## config.mk

```make
export PLATFORM = sky130hd
export DESIGN_NAME = kmp_pe_scheduler_flat
export DESIGN_NICKNAME = d
export VERILOG_FILES = /design/src/rtl/kmp_pe_scheduler_if.sv /design/src/rtl/kmp_pe_scheduler.sv /design/src/flat_wrapper.sv
export SDC_FILE = /design/constraint.sdc
export NUM_CORES = 1
export LEC_CHECK = 0
export CAP_MARGIN = 20
export CORE_ASPECT_RATIO = 0.7
export CORE_MARGIN = 2
export CORE_UTILIZATION = 59
export DETAILED_ROUTE_END_ITERATION = 8
export PLACE_DENSITY = 0.87
export SYNTH_ARGS = -nofsm -noshare
export SYNTH_HDL_FRONTEND = slang
export SYNTH_SLANG_ARGS = --single-unit
```

## constraint.sdc

```tcl
create_clock -name clk -period 11.6 [get_ports clk]
set_clock_uncertainty 0.2 [all_clocks]
set_input_delay 1.16 -clock clk [delete_from_list [all_inputs] [get_ports clk]]
set_output_delay 1.16 -clock clk [all_outputs]
set_load 0.01 [all_outputs]
```

## src/rtl/kmp_pe_scheduler_if.sv

```systemverilog
// kmp_pe_scheduler_if
//  Bundles the loader handshake, the per-PE start/done bus and the
//  SME-level result strobe of kmp_pe_scheduler.
//  master : loader + PE array side (drives job inputs and PE results)
//  slave  : scheduler side (drives PE starts, segment ranges and result)
//  Signals:
//   input_valid/str_last_idx/pat_last_idx  job request
//   pe_start/pe_start_idx/pe_end_idx       per-PE dispatch (PE k at [k*W +: W])
//   pe_done/pe_match/pe_match_idx          per-PE completion
//   busy/valid/match/match_index           scheduler status and result
interface kmp_pe_scheduler_if #(
    parameter int NUM_PE    = 4,
    parameter int STR_ADD_W = 5,
    parameter int PAT_ADD_W = 3
);
    logic                          input_valid;
    logic [STR_ADD_W-1:0]          str_last_idx;
    logic [PAT_ADD_W-1:0]          pat_last_idx;
    logic [NUM_PE-1:0]             pe_start;
    logic [NUM_PE*STR_ADD_W-1:0]   pe_start_idx;
    logic [NUM_PE*STR_ADD_W-1:0]   pe_end_idx;
    logic [NUM_PE-1:0]             pe_done;
    logic [NUM_PE-1:0]             pe_match;
    logic [NUM_PE*STR_ADD_W-1:0]   pe_match_idx;
    logic                          busy;
    logic                          valid;
    logic                          match;
    logic [STR_ADD_W-1:0]          match_index;

    modport master (
        output input_valid, str_last_idx, pat_last_idx,
        output pe_done, pe_match, pe_match_idx,
        input  pe_start, pe_start_idx, pe_end_idx,
        input  busy, valid, match, match_index
    );

    modport slave (
        input  input_valid, str_last_idx, pat_last_idx,
        input  pe_done, pe_match, pe_match_idx,
        output pe_start, pe_start_idx, pe_end_idx,
        output busy, valid, match, match_index
    );
endinterface

```

## src/rtl/kmp_pe_scheduler.sv

```systemverilog
// kmp_pe_scheduler
//  Splits one loaded string into NUM_PE overlapping segments, starts a KMP PE
//  on each non-empty segment, gathers the PE results and reports the lowest
//  matching string index.
//  Ports:
//   clk    rising-edge clock
//   reset  asynchronous active-low reset
//   bus    kmp_pe_scheduler_if.slave (job request, PE dispatch/done, result)
module kmp_pe_scheduler #(
    parameter int NUM_PE    = 4,
    parameter int LOG_PE    = 2,
    parameter int STR_ADD_W = 5,
    parameter int PAT_ADD_W = 3
) (
    input  logic                    clk,
    input  logic                    reset,
    kmp_pe_scheduler_if.slave       bus
);
    // Wide enough that k*seg_len, start+seg_len-1+P never wrap.
    localparam int XW = STR_ADD_W + LOG_PE + 2;

    typedef enum logic [2:0] {IDLE, CALC, DISPATCH, WAIT, REPORT} state_t;

    state_t                        state, state_nxt;
    logic [STR_ADD_W-1:0]          s_q;
    logic [PAT_ADD_W-1:0]          p_q;
    logic [NUM_PE-1:0]             active_q;
    logic [NUM_PE-1:0]             done_mask;
    logic                          any_match;
    logic [STR_ADD_W-1:0]          best;
    logic [NUM_PE*STR_ADD_W-1:0]   start_q, end_q;

    // Segment partition from the latched S/P
    logic [XW-1:0]                 seg_len, st, en;
    logic [NUM_PE-1:0]             active_c;
    logic [NUM_PE*STR_ADD_W-1:0]   start_c, end_c;

    always_comb begin
        seg_len  = (XW'(s_q) + XW'(NUM_PE)) >> LOG_PE;
        active_c = '0;
        start_c  = '0;
        end_c    = '0;
        st       = '0;
        en       = '0;
        for (int k = 0; k < NUM_PE; k++) begin
            st = XW'(k) * seg_len;
            en = st + seg_len - XW'(1) + XW'(p_q);
            if (en > XW'(s_q))
                en = XW'(s_q);
            active_c[k] = (st + XW'(p_q)) <= XW'(s_q);
            start_c[k*STR_ADD_W +: STR_ADD_W] = st[STR_ADD_W-1:0];
            end_c[k*STR_ADD_W +: STR_ADD_W]   = en[STR_ADD_W-1:0];
        end
    end

    // Result collection: only the first done pulse of an active PE counts
    // (inactive PEs are preset in done_mask, so they are masked here too).
    logic [NUM_PE-1:0]             new_done, hit;
    logic [STR_ADD_W-1:0]          wait_best;
    logic                          all_done;

    always_comb begin
        new_done  = bus.pe_done & ~done_mask;
        hit       = new_done & bus.pe_match;
        all_done  = &(done_mask | bus.pe_done);
        wait_best = best;
        for (int k = 0; k < NUM_PE; k++) begin
            if (hit[k] && (bus.pe_match_idx[k*STR_ADD_W +: STR_ADD_W] < wait_best))
                wait_best = bus.pe_match_idx[k*STR_ADD_W +: STR_ADD_W];
        end
    end

    always_ff @(posedge clk or negedge reset) begin
        if (!reset)
            state <= IDLE;
        else
            state <= state_nxt;
    end

    always_comb begin
        state_nxt = state;
        case (state)
            IDLE:     if (bus.input_valid) state_nxt = CALC;
            CALC:     state_nxt = DISPATCH;
            DISPATCH: state_nxt = (|active_q) ? WAIT : REPORT;
            WAIT:     if (all_done) state_nxt = REPORT;
            REPORT:   state_nxt = IDLE;
            default:  state_nxt = IDLE;
        endcase
    end

    always_ff @(posedge clk or negedge reset) begin
        if (!reset) begin
            s_q       <= '0;
            p_q       <= '0;
            active_q  <= '0;
            done_mask <= '0;
            any_match <= 1'b0;
            best      <= '0;
            start_q   <= '0;
            end_q     <= '0;
        end else begin
            case (state)
                IDLE: begin
                    if (bus.input_valid) begin
                        s_q <= bus.str_last_idx;
                        p_q <= bus.pat_last_idx;
                    end
                end
                CALC: begin
                    start_q   <= start_c;
                    end_q     <= end_c;
                    active_q  <= active_c;
                    done_mask <= ~active_c;
                    any_match <= 1'b0;
                    best      <= '1;
                end
                WAIT: begin
                    done_mask <= done_mask | new_done;
                    any_match <= any_match | (|hit);
                    best      <= wait_best;
                end
                default: ;
            endcase
        end
    end

    assign bus.busy         = (state != IDLE);
    assign bus.pe_start     = (state == DISPATCH) ? active_q : '0;
    assign bus.pe_start_idx = start_q;
    assign bus.pe_end_idx   = end_q;
    assign bus.valid        = (state == REPORT);
    assign bus.match        = (state == REPORT) && any_match;
    assign bus.match_index  = ((state == REPORT) && any_match) ? best : '0;
endmodule
```

## src/flat_wrapper.sv

```systemverilog
// flat-port wrapper written by rule: the top's interface ports become plain ports
module kmp_pe_scheduler_flat 
#(
    parameter int NUM_PE    = 4,
    parameter int LOG_PE    = 2,
    parameter int STR_ADD_W = 5,
    parameter int PAT_ADD_W = 3
)
  (clk, reset, bus_input_valid, bus_str_last_idx, bus_pat_last_idx, bus_pe_done, bus_pe_match, bus_pe_match_idx, bus_pe_start, bus_pe_start_idx, bus_pe_end_idx, bus_busy, bus_valid, bus_match, bus_match_index);
  kmp_pe_scheduler_if #(.NUM_PE(NUM_PE), .STR_ADD_W(STR_ADD_W), .PAT_ADD_W(PAT_ADD_W)) bus_i ();
  input  logic clk;
  input  logic reset;
  input wire logic [$bits(bus_i.input_valid)-1:0] bus_input_valid;
  input wire logic [$bits(bus_i.str_last_idx)-1:0] bus_str_last_idx;
  input wire logic [$bits(bus_i.pat_last_idx)-1:0] bus_pat_last_idx;
  input wire logic [$bits(bus_i.pe_done)-1:0] bus_pe_done;
  input wire logic [$bits(bus_i.pe_match)-1:0] bus_pe_match;
  input wire logic [$bits(bus_i.pe_match_idx)-1:0] bus_pe_match_idx;
  output wire logic [$bits(bus_i.pe_start)-1:0] bus_pe_start;
  output wire logic [$bits(bus_i.pe_start_idx)-1:0] bus_pe_start_idx;
  output wire logic [$bits(bus_i.pe_end_idx)-1:0] bus_pe_end_idx;
  output wire logic [$bits(bus_i.busy)-1:0] bus_busy;
  output wire logic [$bits(bus_i.valid)-1:0] bus_valid;
  output wire logic [$bits(bus_i.match)-1:0] bus_match;
  output wire logic [$bits(bus_i.match_index)-1:0] bus_match_index;
  assign bus_i.input_valid = bus_input_valid;
  assign bus_i.str_last_idx = bus_str_last_idx;
  assign bus_i.pat_last_idx = bus_pat_last_idx;
  assign bus_i.pe_done = bus_pe_done;
  assign bus_i.pe_match = bus_pe_match;
  assign bus_i.pe_match_idx = bus_pe_match_idx;
  assign bus_pe_start = bus_i.pe_start;
  assign bus_pe_start_idx = bus_i.pe_start_idx;
  assign bus_pe_end_idx = bus_i.pe_end_idx;
  assign bus_busy = bus_i.busy;
  assign bus_valid = bus_i.valid;
  assign bus_match = bus_i.match;
  assign bus_match_index = bus_i.match_index;
  kmp_pe_scheduler #(.NUM_PE(NUM_PE), .LOG_PE(LOG_PE), .STR_ADD_W(STR_ADD_W), .PAT_ADD_W(PAT_ADD_W)) u_core (.clk(clk), .reset(reset), .bus(bus_i));
endmodule
```

Word-level counts from Yosys, hierarchy flattened
Index checks and enable logic that the tools add are counted.
{"block": "classes", "add_sub_neg": 15, "mul": 1, "order_cmp": 12, "eq_ne": 6, "n_mux": 17, "bitwise": 7, "reduce_logical": 13}
{"op": "adder 9 x 3 -> 9 bit", "count": 5}
{"op": "two-way mux 5 bit", "count": 9}
{"op": "greater-than comparator 9 x 5 -> 1 bit", "count": 4}
{"op": "<= comparator 9 x 5 -> 1 bit", "count": 3}
{"op": "subtractor 9 x 1 -> 9 bit, second input constant", "count": 3}
{"op": "< comparator 5 bit", "count": 4}
{"op": "one-hot mux 3 bit (4 select lines)", "count": 1}
{"op": "one-hot mux 5 bit (2 select lines)", "count": 1}
{"op": "adder 8 x 3 -> 9 bit", "count": 1}
{"op": "adder 8 x 7 -> 9 bit", "count": 1}
{"op": "adder 9 x 7 -> 9 bit", "count": 1}
{"op": "multiplier 2 x 7 -> 9 bit, first input constant", "count": 1}
{"op": "two-way mux 3 bit", "count": 3}
{"op": "adder 7 x 3 -> 8 bit", "count": 1}
{"op": "adder 7 x 7 -> 8 bit", "count": 1}
{"op": "AND 4 bit", "count": 2}
{"op": "NOT 4 bit", "count": 2}
{"op": "bitwise OR 4 bit", "count": 2}
{"op": "one-hot mux 4 bit (2 select lines)", "count": 1}
{"op": "OR reduction 4 bit", "count": 2}
{"op": "subtractor 7 x 1 -> 8 bit, second input constant", "count": 1}
{"op": "adder 5 x 3 -> 6 bit, second input constant", "count": 1}
{"op": "== test 3 x 2 -> 1 bit, second input constant", "count": 2}
{"op": "<= comparator 3 x 5 -> 1 bit", "count": 1}
{"op": "13 further kinds", "count": 18}
{"block": "totals", "regBits": 59, "inputBits": 39, "elab_cells": 80}

Longest topological paths before layout
Gate-level depths: netlist (run 1).
{"block": "depth", "ltp_word": 15, "depth_mapped": 31}

Worst setup path before layout (run 1)
Ideal clock, no wire load.
{"block": "synth_timing", "path_kind": "input port to flip-flop", "from": "input bus_pe_match_idx[4]", "to": "register u_core.best[2]", "setup_time_ps": 94, "arrival_ps": 6557, "slack_ps": 4749, "path_stages": 27, "n_path_buf": 0, "path_cell_list": "ha_1 -> a211o_1 -> a31oi_4 -> mux2i_1 -> ha_1 -> or2_2 -> o311ai_2 -> o21ai_1 -> mux2i_1 -> ha_1 -> a21oi_1 -> maj3_1 -> or3_1 -> a31oi_1 -> o21ai_0 -> o211ai_4 -> mux2_2 -> ha_1 -> a21oi_1 -> nor2b_1 -> o21ai_0 -> nand2_1 -> a41oi_1 -> inv_1 -> o41a_4 -> and4_1 -> a211oi_1"}
{"block": "synth_between", "elab_chain_len": 13}
{"element": "from (decl)", "line_no": "flat_wrapper.sv:18", "text": "input wire logic [$bits(bus_i.pe_match_idx)-1:0] bus_pe_match_idx;"}
{"element": "< comparator 5 bit", "line_no": "kmp_pe_scheduler.sv:68", "text": "if (hit[k] && (bus.pe_match_idx[k*STR_ADD_W +: STR_ADD_W] < wait_best))"}
{"element": "logical AND 1 bit", "line_no": "kmp_pe_scheduler.sv:68"}
{"element": "two-way mux 5 bit *", "line_no": "kmp_pe_scheduler.sv:68"}
{"element": "< comparator 5 bit", "line_no": "kmp_pe_scheduler.sv:68"}
{"element": "logical AND 1 bit", "line_no": "kmp_pe_scheduler.sv:68"}
{"element": "two-way mux 5 bit *", "line_no": "kmp_pe_scheduler.sv:68"}
{"element": "< comparator 5 bit", "line_no": "kmp_pe_scheduler.sv:68"}
{"element": "logical AND 1 bit", "line_no": "kmp_pe_scheduler.sv:68"}
{"element": "two-way mux 5 bit *", "line_no": "kmp_pe_scheduler.sv:68"}
{"element": "< comparator 5 bit", "line_no": "kmp_pe_scheduler.sv:68"}
{"element": "logical AND 1 bit", "line_no": "kmp_pe_scheduler.sv:68"}
{"element": "two-way mux 5 bit *", "line_no": "kmp_pe_scheduler.sv:68"}
{"element": "one-hot mux 5 bit (2 select lines) *", "line_no": "kmp_pe_scheduler.sv:103", "text": "case (state)"}
{"element": "to (signal assigned)", "line_no": "kmp_pe_scheduler.sv:121", "text": "best <= wait_best;"}
{"element": "to (decl)", "line_no": "kmp_pe_scheduler.sv:30", "text": "logic [STR_ADD_W-1:0] best;"}
Mark *: on every way between the ends. The rest lies on a longest branch, timed or not.
A chain may end at the register's enable or synchronous reset.

Final worst setup path (run 1)
{"block": "layout_timing", "from": "input bus_pe_match_idx[4]", "to": "register u_core.best[4]"}
The elaborated chain is that of the path after synthesis.

==> impl_metrics.yaml, run 1 <==
outcome:
  outcome: "complete, no violations"
grt:
  grt_max_degree: 63
  antenna_found_initial: 1
  overflow: 0
  grt_use_met2_pct: 44.8
  grt_pass1_wl_mm: 24.4
  use_met3_pct: 7.31
  track_usage_pct: 31.2
  use_met1_pct: 46.2
  top_usage_layer: "met1"
  grt_pass1_vias: 4700
route:
  drc: 0
  wl_mm: 15.1
  routed_via_density: 5.92
  via_count: 4775
  wl_per_cell_um: 18.7
  detail-route-antenna-nets: 0
  drt_iter0_markers: 409
  dr.pass1.iters: 5
min_path:
  min-delay-start: "u_core.bus.pe_end_idx[10]"
  hold_class: "reg2reg"
  min_path_cells: 2
  hold_end: "u_core.bus.pe_end_idx[10]"
placed_design:
  detailed_place_hpwl_mm: 12.1
  postPlaceCellArea_mm2: 0.00626
  routabilityCongestion: 0.954
  port_buffers: 83
  post-place-ws_ps: 3730
worst_setup_path:
  crit_arrival_ps: 7630
  critPathLaunchType: "primary input"
  cp_data_required_time_ps: 11610
  cp-end-kind: "flop"
  startpoint: "bus_pe_match_idx[4]"
  r2r_slack_ps: 4740
  ff2ff_path_depth: 28
  crit_type: "in2reg"
  r2r_start: "u_core.best[4]"
  critical_path.max_fanout: 8
  worstReg2RegEnd: "u_core.best[4]"
floorplan:
  rows: 29
  die_y_um: 83.8
  ios: 91
  die_x_um: 118
  dieArea_mm2: 0.00989
  coreArea_mm2: 0.00896
  start_util_pct: 59.9
sta:
  drv_slew: 0
  fmax_ghz: 0.131
  tns_ps: 0
  hold_viol: 0
  slew-limit-headroom_pct: 29.9
  finalSetupViolCount: 0
  rsz0062_at_grt: "false"
  tightest_slew_ps: 1050
  period_share_pct: 65.7
  whs_ps: 284
  fin_crit_ps: 7620
  fin_ws_ps: 3980
finish:
  mostFrequentLayoutCell: "ha_1"
  final_area_mm2: 0.00641
  final_cell_mix: "ha_1 (91), clkdlybuf4s50_1 (82), inv_1 (59)"
  drive_gt1_share_pct: 4.69
  fillers: 746
  areaGrowthSynthToFinish_pct: 19.4
  fin_nets: 821
  diodes: 0
clocking:
  hold_buffers: 0
  ctsHtreeMaxLevel: 2
  clock-sinks: 53
  cts_tree: "done"
  numCtsBuffers: 5
  clk_pin_slew_ps: 80
  cts-resized-gates: 0
  clk_latency_ps: 300
  root_buffer: "clkbuf_16"
  postCtsSetupRepairBufs: 0
  clockBufferDepth: 2
logic_synthesis:
  ys_types: 55
  yosysWarnings: 0
  seq_area_frac_synth_pct: 24.7
  ys_ff_latch: 53
  avgSynthCellArea_um2: 8.83
  async_reset_ff_share_pct: 100
  synth_flop_cell: "dfrtp_1"
  syn_area_mm2: 0.00537
  synth_edf_count: 0
  syn_inst: 608
flow_run:
  maxCapViolCount: 0
-- synthesized netlist by cell type, drive strengths merged, types with 8 or more instances --
cell type / n / area, um2
xor2: 8 / 70.1
xnor2: 19 / 166
o21ai: 56 / 280
nand2b: 13 / 81.3
and3: 8 / 50.1
mux2i: 25 / 250
buf: 12 / 90.1
nand2: 51 / 191
dfrtp: 53 / 1330
nor2b: 16 / 100
inv: 59 / 221
nor2: 28 / 105
fa: 10 / 200
ha: 91 / 1140
a21o: 11 / 82.6
a21oi: 41 / 205
and2: 8 / 50.1
a211oi: 9 / 67.6
clkbuf: 15 / 56.3
-- worst max-delay path, stage by stage --
cell and delay (ps):
clkdlybuf4s50_1 420, ha_1 360, a211o_1 360, a31oi_4 300
a21oi_1 150, ha_1 380, nand2_1 70, mux2i_1 170
o311ai_2 170, o21ai_1 380, mux2i_1 300, ha_1 230
a21oi_1 60, maj3_1 350, or3_1 310, a31oi_1 140
o21ai_0 150, o211ai_4 200, mux2_2 400, ha_1 180
a21oi_1 160, nor2b_1 60, o21ai_0 140, nand2_1 110
nor2_1 150, nand3_1 250, and4_1 290, a211oi_1 210
-- final cells by class --
| class | instances | area [um2] | area share (%) |
|---|---|---|---|
| multi-input combinational | 475 | 3700 | 57.7 |
| sequential | 53 | 1330 | 20.7 |
| timing repair buffer | 87 | 856 | 13.3 |
| inverter | 59 | 221 | 3.45 |
| tap | 124 | 155 | 2.42 |
| clock buffer | 5 | 125 | 1.95 |
| clock inverter | 3 | 28.8 | 0.449 |
-- cells by family after synthesis --
logic type,share of synthesized area [%]
AND/OR/NAND/NOR,14.9
AO/OA/AOI/OAI,17.7
adder cells (fa/ha/maj),25.1
buffers and inverters,6.85
flip-flops,24.7
multiplexers,6.20
XOR/XNOR,4.40
other,0.0698
-- registers in the layout, indices dropped and copies added, names as in the netlist --
name                     flops
u_core.best                  5
u_core.any_match             1
u_core.s_q                   5
u_core.state                 3
u_core.active_q              4
u_core.done_mask             4
u_core.p_q                   3
u_core.bus.pe_end_idx       20
u_core.bus.pe_start_idx      8
-- per-stage QoR --
stage	cells	util [%]
after floorplan	614	-
after global placement	798	69.8
after detailed placement	798	69.8
after CTS	806	71.5
after global routing	806	71.5
final	806	71.5
-- worst max-delay path by stage --
| stage | end | slack, ps |
|---|---|---|
| final | u_core.best[4] | 3980 |
| after global routing | u_core.best[4] | 3440 |
| after CTS | u_core.best[4] | 4040 |
| after detailed placement | u_core.best[4] | 3730 |
| after global placement | u_core.best[2] | 3900 |
| after floorplan | u_core.best[2] | 4750 |
-- per-layer routing --
layer / share of wire, % / vias up
li1: - / 2256
met1: 47 / 2266
met2: 42 / 213
met3: 8.8 / 38
met4: 2.2 / 2
met5: 0.12 / -
Power of run 1 is left out: the tool's default activity adds up to more than one toggle a clock period on the data nets, which glitch-free logic cannot reach.
==> run 2, diff against run 1 <==
Settings changed: CORE_UTILIZATION 59 to 50, PLACE_DENSITY 0.87 to 0.79.
Clock period 11.6 ns to 6.25 ns, I/O delays scaled along.
==> impl_metrics.yaml, run 2 (synthesized netlist as in run 1, its figures left out) <==
floorplan:
  rows: 31
  start_util_pct: 51.6
  ios: 91
  coreArea_mm2: 0.0104
  die_x_um: 128
  die_y_um: 90.7
  dieArea_mm2: 0.0116
worst_setup_path:
  critPathLaunchType: "flop"
  slowest_delay_ps: 410
  cp_data_required_time_ps: 6260
  slowest_stage: "dfrtp_1"
  crit_type: "reg2reg"
  cp-end-kind: "flop"
  critical_path.max_fanout: 8
  crit_arrival_ps: 6110
placed_design:
  routabilityCongestion: 0.935
  detailed_place_hpwl_mm: 12.4
  port_buffers: 83
min_path:
  hold_class: "in2async"
clocking:
  clockBufferDepth: 2
  ctsHtreeMaxLevel: 2
  numCtsBuffers: 5
  hold_buffers: 0
  clk_latency_ps: 300
  clock-sinks: 53
  cts_tree: "done"
  root_buffer: "clkbuf_16"
  clk_pin_slew_ps: 80
grt:
  track_usage_pct: 27.6
  grt_pass1_wl_mm: 25.6
  use_met3_pct: 5.04
  antenna_found_initial: 0
  grt_max_degree: 63
  overflow: 0
  top_usage_layer: "met1"
  grt_pass1_vias: 4991
  grt_use_met2_pct: 41.1
  use_met1_pct: 41.4
outcome:
  outcome: "complete, no violations"
route:
  wl_mm: 15.8
  drc: 0
  dr.pass1.iters: 5
  routed_via_density: 5.74
  detail-route-antenna-nets: 0
  via_count: 4965
  drt_iter0_markers: 264
  wl_per_cell_um: 18.2
finish:
  final_cell_mix: "ha_1 (85), clkdlybuf4s50_1 (76), inv_1 (57)"
  largest_reg_flops: 20
  fin_nets: 872
  drive_gt1_share_pct: 16.0
  diodes: 0
  mostFrequentLayoutCell: "ha_1"
  areaGrowthSynthToFinish_pct: 30.2
sta:
  fin_crit_ps: 6100
  finalSetupViolCount: 0
  tightest_slew_ps: 1170
  fmax_ghz: 0.164
  tns_ps: 0
  slew-limit-headroom_pct: 22.0
  hold_viol: 0
  drv_slew: 0
  rsz0062_at_grt: "true"
  period_share_pct: 97.7
flow_run:
  maxCapViolCount: 0
## run 2: cell types whose count changed in the layout (fill, tap and decap cells not counted), sizes merged
cell	delta
buf	+51
clkbuf	+1
clkdlybuf4s15	+1
clkdlybuf4s50	-6
clkinv	-1
clkinvlp	+2
dlygate4sd2	+4
inv	-1
## run 2: timing repair
| item | in CTS | in global routing |
|---|---|---|
| pin swaps | 16 | 23 |
| setup buffers | 7 | 6 |
| setup endpoints to repair | 5 | 5 |
| gates resized for setup | 30 | 18 |
## run 2: final timing paths
path	start	end	slack, ps	cells after the start
max	u_core.best[4]	u_core.best[1]	150	30
min	reset	u_core.bus.pe_start_idx[16]	230	2
max reg2reg	u_core.best[4]	u_core.best[1]	150	30
min reg2reg	u_core.bus.pe_end_idx[13]	u_core.bus.pe_end_idx[13]	280	2
max in group asynchronous	reset	u_core.bus.pe_start_idx[18]	5140	2
min in group clk	u_core.bus.pe_end_idx[13]	u_core.bus.pe_end_idx[13]	280	2
## run 2: layout make-up
| cell class | instances | area (um2) |
|---|---|---|
| Multi-Input combinational cell | 475 | 3880 |
| Fill cell | 808 | 3400 |
| Sequential cell | 53 | 1330 |
| Timing Repair Buffer | 138 | 1250 |
| Inverter | 59 | 221 |
| Tap cell | 132 | 165 |
| Clock buffer | 5 | 125 |
| Clock inverter | 3 | 26.3 |
## run 2: worst max-delay path, delay by kind of cell (launching register included)
family,cells,cell delay (ps)
compound gates,14,2410
fa+ha+maj,5,1180
buf+inv,2,190
flops,1,410
mux,3,780
simple gates,6,820
## run 2: stage by stage
stage                     hold WS, ps  setup slack (ps)  instances  util (%)  area (um2)
after detailed placement          272              -735        842      63.0        6550
after floorplan                   129              17.8        614         -        5400
after CTS                         278              33.8        857      65.9        6850
after global routing              290              -193        865      67.2        6990
final                             226               147        865      67.2        6990
after global placement            263              -355        842      63.0        6550
## run 2: per-layer routing
metal / up-vias / wire (um)
li1: 2356 / -
met1: 2407 / 7710
met2: 187 / 6860
met3: 15 / 1060
met4: 0 / 149
met5: - / 0
Power of run 2 is left out for the same reason.
==> RTL edit 1: new RTL, flow settings as in run 1 <==
Make the reset (`reset`) synchronous in 2 clocked blocks. Comments in the files are not updated.
--- a/src/rtl/kmp_pe_scheduler.sv
+++ b/src/rtl/kmp_pe_scheduler.sv
@@ -70,7 +70,7 @@
         end
     end
 
-    always_ff @(posedge clk or negedge reset) begin
+    always_ff @(posedge clk) begin
         if (!reset)
             state <= IDLE;
         else
@@ -89,7 +89,7 @@
         endcase
     end
 
-    always_ff @(posedge clk or negedge reset) begin
+    always_ff @(posedge clk) begin
         if (!reset) begin
             s_q       <= '0;
             p_q       <= '0;
Check against the original RTL: differs if reset is asserted again (counterexample within 4 cycles, from zero or initial values and one cycle with reset low); with reset held inactive, the same outputs for 4 cycles.
==> RTL edit 1 against run 1 <==
Die area decreased by 0.49%; critical path type unchanged; register-to-register slack improved by 20 ps; design area decreased by 0.59%; routed wire length increased by 2.4%; worst setup slack got worse by 55 ps; synthesized cell count increased by 4.9%; global-route usage increased by 0.24 points; area after synthesis decreased by 0.51%; sequential cell count unchanged; sequential share of layout area decreased by 4.0 points.
==> RTL edit 1: results (changes against run 1) <==
Hold Path Stages: 2 (unchanged)
Inserted Clock Buffers: 5 (unchanged)
H-tree depth: 2 (unchanged)
FF-to-FF Start: u_core.best[2] (was u_core.best[4])
synth top area cells: ha_1 (21%), dfxtp_1 (20%), nand2_1 (4.3%) (was dfrtp_1 (25%), ha_1 (21%), o21ai_0 (5.0%))
hold crit path type: reg -> reg (unchanged)
GP Congestion: 0.980 (was 0.954)
Synth cell types: 62 (was 55)
FF-to-FF path depth: 25 (was 28)
drt pass-1 iters: 5 (unchanged)
post-CTS setup buffers: 0 (unchanged)
Post-synth ARST share: 0 (was 1.00)
fill cell count: 713 (was 746)
CP startpoint: bus_pe_match_idx[2] (was bus_pe_match_idx[4])
hold slack: 283 ps (was 284 ps)
Synth Flop Type: dfxtp_1 (was dfrtp_1)
Critical R2R Capture: u_core.best[1] (was u_core.best[4])
largest net degree at the start of global routing: 53 (was 63)
reg2reg setup slack: 4760 ps (was 4740 ps)
max FFs per register: 20 (unchanged)
vias in the first global route: 5,007 (was 4,700)
register area share after synthesis: 0.199 (was 0.247)
first-pass GRT wire length: 25.1 mm (was 24.4 mm)
layout net count: 846 (was 821)
clk_lat worst skew: 290 ps
worst hold endpoint: u_core.bus.pe_start_idx[18] (was u_core.bus.pe_end_idx[10])
post-DP HPWL: 11.8 mm (was 12.1 mm)
GRT Total Usage: 0.315 (was 0.312)
synth warn: 0 (unchanged)
worst path arrival time: 7700 ps (was 7630 ps)
worst slew pin tran: 878 ps (was 1050 ps)
Iter 0 DRT Violations: 453 (was 409)
layout cells sized above 1: 0.0354 (was 0.0469)
switching pwr: 496 uW
Static Leak: 3.02 nW
CP Max Fanout: 11 (was 8)
VDD IR-drop max: 0.103 mV
clock root buffer: clkbuf_16 (unchanged)
status: completed (unchanged)
via/cell ratio: 6.05 (was 5.92)
Port Buffer Count: 83 (unchanged)
ANT cells: 0 (unchanged)
hold path startpoint: u_core.bus.pe_start_idx[18] (was u_core.bus.pe_end_idx[10])
clock tree buffer depth: 2 (unchanged)
placed inst area: 6200 um2 (was 6260 um2)
DRT Wirelength: 15.5 mm (was 15.1 mm)
synth cell count leaders: ha_1 (90), nand2_1 (61), inv_1 (59), dfxtp_1 (53), a21oi_1 (38) (was ha_1 (91), inv_1 (59), o21ai_0 (54), dfrtp_1 (53), nand2_1 (51))
clock transition at the registers of the reported paths: 70 ps
initial antenna violation count: 0 (was 1)
Final setup viols: 0 (unchanged)
[RTL edit 1: area by class of cell]
type                            instances  area, um2  share of cell area
Clock inverter                          2       38.8             0.00608
Multi-Input combinational cell        498       3900               0.611
Tap cell                              124        155              0.0243
Timing Repair Buffer                   89        873               0.137
Sequential cell                        53       1060               0.166
Clock buffer                            6        129              0.0202
Inverter                               59        221              0.0347
[RTL edit 1: kinds of logic (layout without fill, tap and decap cells)]
kind of cell	Yosys count	count (layout)	share of synthesized area
compound gates	165	165	0.214
xor+xnor	23	23	0.0377
fa+ha+maj	101	101	0.252
buf+inv	93	156	0.0766
flops	53	53	0.199
mux	27	27	0.0532
other cells	1	7	0.000702
simple gates	175	175	0.167
[RTL edit 1: routing by layer]
| layer | wire length [um] | up-vias | track usage |
|---|---|---|---|
| met3 | 1410 | 26 | 0.0717 |
| li1 | - | 2345 | - |
| met2 | 6800 | 235 | 0.497 |
| met4 | 167 | 0 | 0.0548 |
| met1 | 7090 | 2425 | 0.445 |
| met5 | 0 | - | 0 |
[RTL edit 1: worst max path at each step]
stage                     end  cells past startpoint
2_1_floorplan  u_core.best[1]                     26
3_3_place_gp   u_core.best[3]                     25
3_5_place_dp   u_core.best[1]                     25
4_1_cts        u_core.best[1]                     25
5_1_grt        u_core.best[3]                     25
6_report       u_core.best[1]                     25
[RTL edit 1: power groups by stage]
stage | clock network, mW | logic, mW | registers [mW]
5_1_grt | 0.184 | 0.782 | 0.259
3_3_place_gp | 0 | 0.645 | 0.256
4_1_cts | 0.174 | 0.695 | 0.253
3_5_place_dp | 0 | 0.684 | 0.257
2_1_floorplan | 0 | 0.493 | 0.250
6_report | 0.174 | 0.709 | 0.255
[RTL edit 1: per-stage QoR]
step,instances,worst slack [ps]
after CTS,830,4060
after global placement,822,4130
final,831,3930
after floorplan,644,4990
after global routing,831,3510
after detailed placement,822,3850
[RTL edit 1: critical path: stages]
cell             delay [ps]
clkdlybuf4s50_1         460
ha_1                    350
a21o_2                  200
a31oi_2                 200
o21ba_1                 360
mux2i_2                 410
ha_1                    340
o221ai_1                100
o2111ai_1               140
mux2_4                  310
and3_4                  200
a21oi_1                 250
inv_1                    70
ha_1                    280
a211oi_1                630
nor2b_1                 390
a22oi_4                 120
mux2i_1                 260
ha_1                    280
nor2b_1                 130
o21ai_0                 170
nand2_1                 160
a31oi_4                 250
mux2_1                  350
a21oi_1                 140
==> RTL edit 2: new RTL, flow settings as in run 1 <==
Made on the original files. `PAT_ADD_W` is set to 3 in 3 places; all go to 5.
--- a/src/rtl/kmp_pe_scheduler_if.sv
+++ b/src/rtl/kmp_pe_scheduler_if.sv
@@ -11,7 +11,7 @@
 interface kmp_pe_scheduler_if #(
     parameter int NUM_PE    = 4,
     parameter int STR_ADD_W = 5,
-    parameter int PAT_ADD_W = 3
+    parameter int PAT_ADD_W = 5
 );
     logic                          input_valid;
     logic [STR_ADD_W-1:0]          str_last_idx;
--- a/src/rtl/kmp_pe_scheduler.sv
+++ b/src/rtl/kmp_pe_scheduler.sv
@@ -10,7 +10,7 @@
     parameter int NUM_PE    = 4,
     parameter int LOG_PE    = 2,
     parameter int STR_ADD_W = 5,
-    parameter int PAT_ADD_W = 3
+    parameter int PAT_ADD_W = 5
 ) (
     input  logic                    clk,
     input  logic                    reset,
--- a/src/flat_wrapper.sv
+++ b/src/flat_wrapper.sv
@@ -4,7 +4,7 @@
     parameter int NUM_PE    = 4,
     parameter int LOG_PE    = 2,
     parameter int STR_ADD_W = 5,
-    parameter int PAT_ADD_W = 3
+    parameter int PAT_ADD_W = 5
 )
   (clk, reset, bus_input_valid, bus_str_last_idx, bus_pat_last_idx, bus_pe_done, bus_pe_match, bus_pe_match_idx, bus_pe_start, bus_pe_start_idx, bus_pe_end_idx, bus_busy, bus_valid, bus_match, bus_match_index);
   kmp_pe_scheduler_if #(.NUM_PE(NUM_PE), .STR_ADD_W(STR_ADD_W), .PAT_ADD_W(PAT_ADD_W)) bus_i ();
Interface: changed (resized bus_pat_last_idx); port bits go from 91 to 93. The function was not compared with the original's and may differ.
==> RTL edit 2 against run 1 <==
Global-route usage fell by 0.67 points; routed wire length up 4.8%; via count rose by 9.5%; worst setup slack better by 220 ps; first-iteration DRC count up 11%; design area is 7.5% higher; area after synthesis rose by 8.6%; sequential cell count up 2; highest routed layer is now met4.
Power is not shown: default switching activity piles up to over one toggle a cycle in this logic, so the estimate is an artifact.
==> RTL edit 2: results (changes against run 1) <==
Mapped Cells: 670 (was 608)
post-route design area: 6890 um2 (was 6410 um2)
synth top area cells: dfrtp_1 (24%), ha_1 (23%), o21ai_0 (5.5%) (was dfrtp_1 (25%), ha_1 (21%), o21ai_0 (5.0%))
initial antenna violation count: 0 (was 1)
hold slack: 286 ps (was 284 ps)
placed inst area: 6730 um2 (was 6260 um2)
slowest CP cell: mux2i_1 (was clkdlybuf4s50_1)
reg2reg setup slack: 4930 ps (was 4740 ps)
total number of vias: 5,228 (was 4,775)
global routing usage on met1: 0.454 (was 0.462)
fraction of area in multi-input gates: 0.590 (was 0.577)
CP peak stage delay: 450 ps (was 420 ps)
ANT cells: 0 (unchanged)
Port Buffer Count: 85 (was 83)
Place WS: 4030 ps (was 3730 ps)
Clock buf/inv share: 0.0243 (was 0.0240)
met2 Track Usage GR: 0.458 (was 0.448)
layout cells sized above 1: 0.0444 (was 0.0469)
synth cell count leaders: ha_1 (107), inv_1 (67), o21ai_0 (64), nand2_1 (57), dfrtp_1 (55) (was ha_1 (91), inv_1 (59), o21ai_0 (54), dfrtp_1 (53), nand2_1 (51))
drt pass-1 iters: 6 (was 5)
Iter 0 DRT Violations: 452 (was 409)
Synth Flop Type: dfrtp_1 (unchanged)
layout net count: 900 (was 821)
via/cell ratio: 6.00 (was 5.92)
number of signal-net buffers in the layout: 88 (was 87)
placed cells: 863 (was 798)
status: completed (unchanged)
multi-input gate count: 525 (was 475)
Synth cell types: 59 (was 55)
count of state elements after synthesis: 55 (was 53)
register area share after synthesis: 0.236 (was 0.247)
worst path arrival time: 7380 ps (was 7630 ps)
worst hold endpoint: u_core.bus.pe_end_idx[14] (was u_core.bus.pe_end_idx[10])
first-pass GRT wire length: 25.4 mm (was 24.4 mm)
CP Max Fanout: 8 (unchanged)
vias in the first global route: 5,131 (was 4,700)
# clk buffers: 6 (was 5)
post-synth top area share: 0.236 (was 0.247)
register area: 1380 um2 (was 1330 um2)
hold path startpoint: u_core.bus.pe_end_idx[14] (was u_core.bus.pe_end_idx[10])
GP Congestion: 0.937 (was 0.954)
Tap Cells: 128 (was 124)
met3 Usage GRT: 0.0615 (was 0.0731)
FF-to-FF path depth: 29 (was 28)
GRT Total Usage: 0.305 (was 0.312)
post-cts repair resize count: 0 (unchanged)
==> RTL edit 2: cell families after synthesis <==
| logic type | synth area share |
|---|---|
| other | 0.000643 |
| and+or+nand+nor | 0.165 |
| adders and majority gates | 0.264 |
| muxes | 0.0504 |
| DFF | 0.236 |
| AOI/OAI and AO/OA | 0.179 |
| xor gates and xnor gates | 0.0345 |
| buffers and inverters | 0.0702 |
==> RTL edit 2: worst reg2reg max path, delay by kind of cell, from the launching register on <==
family,cells,cell delay (ps)
buffers and inverters,2,190
adders and majority gates,4,1180
AOI/OAI and AO/OA,11,2560
and+or+nand+nor,8,900
muxes,4,1040
DFF,1,480
==> RTL edit 2: per-layer routing <==
metal	vias up	part of all wire	routed length, um
li1	2465	-	-
met1	2466	0.47	7370
met2	259	0.42	6620
met3	38	0.10	1580
met4	0	0.016	257
met5	-	0	0
